==> config.mk <==
export PLATFORM = sky130hd
export DESIGN_NAME = imem_loader_arb
export DESIGN_NICKNAME = d
export VERILOG_FILES = /design/src/rtl/imem_loader_arb.sv
export SDC_FILE = /design/constraint.sdc
export NUM_CORES = 1
export LEC_CHECK = 0
export BUFFER_PORTS_ARGS = -buffer_cell sky130_fd_sc_hd__buf_2
export CORE_MARGIN = 4
export CORE_UTILIZATION = 40
export CTS_CLUSTER_DIAMETER = 30
export CTS_CLUSTER_SIZE = 28
export DETAILED_ROUTE_END_ITERATION = 6
export PLACE_DENSITY = 0.75
export RECOVER_POWER = 50
export SETUP_SLACK_MARGIN = 0.5
export SLEW_MARGIN = 20
export SYNTH_ARGS = -nofsm -noshare
export SYNTH_HDL_FRONTEND = slang
export SYNTH_SLANG_ARGS = --single-unit
==> constraint.sdc <==
create_clock -name clock -period 1.85 [get_ports clock]
set_input_delay 0.0925 -clock clock [delete_from_list [all_inputs] [get_ports clock]]
set_output_delay 0.0925 -clock clock [all_outputs]
set_load 0.02 [all_outputs]
==> src/rtl/imem_loader_arb.sv <==
// Arbitrates the instruction-memory port between a byte-stream image loader, the IF stage and a debug reader.
// Loader bytes are packed little-endian into words; debug reads steal one cycle from the CPU.
module imem_loader_arb #(
  parameter int AW = 6
) (
  input  logic          clock,
  input  logic          resetn,
  input  logic [31:0]   pc,
  input  logic          ld_valid,
  input  logic [7:0]    ld_byte,
  output logic          ld_ready,
  input  logic          ld_done,
  input  logic          dbg_req,
  input  logic [AW-1:0] dbg_addr,
  output logic          dbg_ack,
  output logic [31:0]   dbg_rdata,
  output logic [AW-1:0] mem_addr,
  output logic          mem_we,
  output logic [31:0]   mem_wdata,
  input  logic [31:0]   mem_rdata,
  output logic [31:0]   ins,
  output logic          cpu_stall,
  output logic          load_err
);

  typedef enum logic [1:0] {ST_LOAD, ST_RUN, ST_DBG} state_t;

  localparam logic [AW-1:0] PTR_ONE = {{(AW-1){1'b0}}, 1'b1};
  localparam logic [AW-1:0] PTR_MAX = '1;

  state_t        state_q, state_d;
  logic [AW-1:0] word_ptr_q, word_ptr_d;
  logic [1:0]    byte_cnt_q, byte_cnt_d;
  logic [31:0]   asm_q, asm_d;
  logic          wr_pend_q, wr_pend_d;
  logic          done_pend_q, done_pend_d;
  logic          wrapped_q, wrapped_d;
  logic          load_err_q, load_err_d;
  logic          dbg_ack_q, dbg_ack_d;
  logic [31:0]   dbg_rdata_q, dbg_rdata_d;

  logic unused_pc;
  assign unused_pc = ^{pc[31:AW+2], pc[1:0]};

  always_comb begin
    state_d     = state_q;
    word_ptr_d  = word_ptr_q;
    byte_cnt_d  = byte_cnt_q;
    asm_d       = asm_q;
    wr_pend_d   = wr_pend_q;
    done_pend_d = done_pend_q;
    wrapped_d   = wrapped_q;
    load_err_d  = load_err_q;
    dbg_ack_d   = 1'b0;
    dbg_rdata_d = dbg_rdata_q;
    ld_ready    = 1'b0;
    cpu_stall   = 1'b1;
    ins         = 32'h0;
    mem_we      = 1'b0;
    mem_addr    = word_ptr_q;
    mem_wdata   = asm_q;

    case (state_q)
      ST_LOAD: begin
        if (wr_pend_q) begin
          // Write cycle: the assembly register is cleared so a later partial word pads with zeros.
          mem_we     = 1'b1;
          word_ptr_d = word_ptr_q + PTR_ONE;
          byte_cnt_d = 2'd0;
          asm_d      = 32'h0;
          wr_pend_d  = 1'b0;
          if (word_ptr_q == PTR_MAX) wrapped_d = 1'b1;
          if (wrapped_q) load_err_d = 1'b1;
          if (done_pend_q || ld_done) begin
            done_pend_d = 1'b0;
            state_d     = ST_RUN;
          end
        end else begin
          ld_ready = 1'b1;
          if (ld_valid) begin
            asm_d[{byte_cnt_q, 3'b000} +: 8] = ld_byte;
            byte_cnt_d = byte_cnt_q + 2'd1;
            if (byte_cnt_q == 2'd3) wr_pend_d = 1'b1;
          end
          if (ld_done) begin
            if (ld_valid || byte_cnt_q != 2'd0) begin
              wr_pend_d   = 1'b1;
              done_pend_d = 1'b1;
            end else begin
              state_d = ST_RUN;
            end
          end
        end
      end
      ST_RUN: begin
        cpu_stall = 1'b0;
        mem_addr  = pc[AW+1:2];
        ins       = mem_rdata;
        if (dbg_req) state_d = ST_DBG;
      end
      ST_DBG: begin
        mem_addr    = dbg_addr;
        dbg_rdata_d = mem_rdata;
        dbg_ack_d   = 1'b1;
        state_d     = ST_RUN;
      end
      default: state_d = ST_LOAD;
    endcase
  end

  always_ff @(posedge clock or negedge resetn) begin
    if (!resetn) begin
      state_q     <= ST_LOAD;
      word_ptr_q  <= '0;
      byte_cnt_q  <= 2'd0;
      asm_q       <= 32'h0;
      wr_pend_q   <= 1'b0;
      done_pend_q <= 1'b0;
      wrapped_q   <= 1'b0;
      load_err_q  <= 1'b0;
      dbg_ack_q   <= 1'b0;
      dbg_rdata_q <= 32'h0;
    end else begin
      state_q     <= state_d;
      word_ptr_q  <= word_ptr_d;
      byte_cnt_q  <= byte_cnt_d;
      asm_q       <= asm_d;
      wr_pend_q   <= wr_pend_d;
      done_pend_q <= done_pend_d;
      wrapped_q   <= wrapped_d;
      load_err_q  <= load_err_d;
      dbg_ack_q   <= dbg_ack_d;
      dbg_rdata_q <= dbg_rdata_d;
    end
  end

  assign dbg_ack   = dbg_ack_q;
  assign dbg_rdata = dbg_rdata_q;
  assign load_err  = load_err_q;

endmodule

==> metrics.md <==
| Metric | Value |
|---|---|
| Maximum root-to-sink buffer count | `2` |
| Nets | `629` |
| Initial antenna violation count | `1` |
| H-Tree Depth | `3` |
| Total power | `12.1 mW` |
| WS Path Type | `flop to primary output` |
| Most frequent cells in the layout | `dfrtp_1, clkbuf_1, buf_2` |
| WL final | `13400 um` |
| Maximum VDD drop | `682 uV` |
| Total CTS buffers | `9` |
| Layout Cells excl Fill | `649` |
| Clock Skew | `13.0 ps` |
| Least-Margin Pin Slew | `1300 ps` |
| Die Area | `0.0106 sq mm` |
| Syn avg cell area | `12.5 sq um` |
| Static leakage | `3.00 nW` |
| Final GP Congestion | `0.795` |
| WL/cell | `20.7 um` |
| Iteration-0 DRC Markers | `89` |
| PD cells | `1910 mW/mm^2` |
| Placed cell count | `550` |
| Worst-Skew Late Latency | `350 ps` |
| Xor/xnor share of the synthesized area | `1.21%` |
| Sequential share of the synthesized area | `54.8%` |
| Post-route antenna net violation count | `0` |
| Residual DRC count | `0` |
| Setup crit start kind | `flop` |
| RSZ-0062 raised after global routing | `yes` |
| Fillers | `571` |
| CP Data Arrival Time | `1660 ps` |
| Worst path max stage delay | `410 ps` |
| Async S/R FF share, synth | `100%` |
| Tcrit/Tclk final | `94.6%` |
| Initial Util | `41.2%` |
| Syn. warnings | `0` |
| Die width | `103 um` |
| First-pass GRT wire length | `18400 um` |
| HPWL after DPL | `6890 um` |
| Most common cell after layout, fill and taps aside | `dfrtp_1` |
| PortBufs | `163` |
| Mux cell area share after synthesis | `10.9%` |
| Die Span Y | `103 um` |
| DP Area | `0.00464 sq mm` |
| Synthesized Nets | `382` |
| Row count | `34` |
| I/O pin count | `190` |
| Required @ worst endpoint | `1760 ps` |
| Layout area overhead | `75.8%` |
| Largest family of logic cells by synthesized area | `compound AO/OA/AOI/OAI gates` |
| Post-synthesis register bit count | `79` |
| Routed vias/inst | `5.21` |
| Post-synth EDFFs | `0` |
| Post-synthesis compound-gate area fraction | `13.2%` |
| Synth Instances | `288` |
| Layout Utilization | `72.4%` |
| Synth top area cells | `dfrtp_1, mux2_2, a22o_1` |
| Post-synthesis adder-cell area fraction | `3.81%` |
| CORE AREA | `0.00876 sq mm` |
| Remaining Overflow, GRT | `0` |
| Crit path max fanout | `5` |
| Pin count of the biggest net entering global routing | `53` |
| CTS root buffer | `clkbuf_8` |
| Post-synthesis simple-gate area fraction | `12.9%` |
| Top cell type's share of synthesized area | `54.8%` |
| Main flop type after synthesis | `dfrtp_1` |
| Post-route cell area | `0.00635 sq mm` |
| Fin. Hold Viols | `0` |
| Ordered cell list for the critical path | `inv_2 > ha_4 > buf_12 > clkbuf_16 > and2_4 > buf_6` |
| Fin. max-slew vios | `0` |
| Clock sink total | `79` |
| Total negative slack | `0 ps` |
| Layout cells sized above 1 | `52.4%` |
| Synth Cell Area | `0.00361 sq mm` |
| Slowest library cell on the worst path | `dfrtp_1` |
| Vias in the first global route | `3472` |
| DR vias | `3382` |
| Drt pass-1 iters | `6` |
| Netlist cell types | `39` |
| Yosys top cell by area | `dfrtp_1` |
| Hold WC Path Type | `primary input to flop` |
| Worst slew margin relative to its limit | `13.2%` |
| Status | `finished, final reports clean` |
| Max Cap Viol | `0` |
| Final setup viols | `0` |
| Max frequency | `0.571 GHz` |
| TritonCTS clock tree | `yes` |
| Total track usage | `22.8%` |
| CTS clk-pin slew, worst paths | `90 ps` |
| Minimum clock period | `1750 ps` |
| Critical path endpoint category | `primary output` |
==> area by class of cell <==
| cell class | instances | area [sq um] | area share (%) |
|---|---|---|---|
| inverter | 8 | 40.0 | 0.631 |
| sequential | 79 | 1980 | 31.2 |
| multi-input combinational | 184 | 1830 | 28.8 |
| tap | 108 | 135 | 2.13 |
| timing repair buffer | 253 | 2140 | 33.7 |
| clock inverter | 6 | 93.8 | 1.48 |
| clock buffer | 10 | 128 | 2.01 |
| antenna | 1 | 2.50 | 0.0394 |
==> metrics by stage <==
| step | worst slack (ps) | hold WS (ps) |
|---|---|---|
| CTS | 139 | 2.45 |
| floorplan | 203 | -203 |
| global placement | 180 | 168 |
| detailed placement | 76.9 | 168 |
| finish | 99.1 | 13.9 |
| global route | 2.51 | -6.53 |
==> critical path: cells and delay by family (launching register included) <==
family	cells	cell delay, ps
flip-flops	1	410
buffers and inverters	4	520
adder cells (fa/ha/maj)	1	240
AND/OR/NAND/NOR	1	130
==> registers in the layout (all words and copies together) (netlist names) <==
| signal | flops |
|---|---|
| state_q | 2 |
| load_err | 1 |
| dbg_ack | 1 |
| done_pend_q | 1 |
| dbg_rdata | 32 |
| wrapped_q | 1 |
| mem_wdata | 32 |
| byte_cnt_q | 2 |
| wr_pend_q | 1 |
| word_ptr_q | 6 |
==> kinds of logic (layout without fill, tap and decap cells) <==
| kind of cell | count (synthesis) | count (layout) |
|---|---|---|
| muxes | 35 | 35 |
| and+or+nand+nor | 73 | 73 |
| AOI/OAI and AO/OA | 60 | 60 |
| DFF | 79 | 79 |
| other | 0 | 1 |
| buffers and inverters | 25 | 277 |
| xor gates and xnor gates | 5 | 5 |
| adders and majority gates | 11 | 11 |
==> what timing repair did <==
action,CTS,global route
gates resized for setup,149,43
pin swaps,32,27
hold buffers,32,0
gates cloned,10,2
setup buffers,22,16
hold endpoints to repair,80,0
setup endpoints to repair,113,114
==> synth_stat cells, drive strengths merged (6+ instances only) <==
cell type  instances
dfrtp             79
mux2              34
and2              33
a22o              25
ha                11
buf               10
nand2             10
nand4             10
a21bo              8
inv                8
clkbuf             7
nor2               7
a21oi              6
a22oi              6
==> per-layer routing <==
layer  vias to the layer above  part of all wire, %  global-route usage, %
li1                       1522                    -                      -
met1                      1684                   38                   25.8
met2                       145                   53                   40.8
met3                        31                  6.6                   6.63
met4                         0                  2.1                   7.67
met5                         -                    0                      0
==> power by group <==
group | internal, mW | total, mW | switching, mW
Clock | 0.773 | 1.44 | 0.665
Combinational | 4.01 | 7.79 | 3.78
Sequential | 2.36 | 2.89 | 0.533
==> path summary, 6_finish.rpt <==
| path | startpoint | cells past startpoint | slack [ps] | to |
|---|---|---|---|---|
| min reg2reg | load_err | 1 | 460 | load_err |
| max reg2reg | state_q[1] | 7 | 110 | state_q[1] |
| max | state_q[1] | 6 | 100 | ins[8] |
| max in group asynchronous | resetn | 3 | 290 | mem_wdata[22] |
| min in group asynchronous | resetn | 2 | 550 | load_err |
| min | mem_rdata[3] | 2 | 10 | dbg_rdata[3] |
Note: power is estimated with default switching activity, not from simulation.
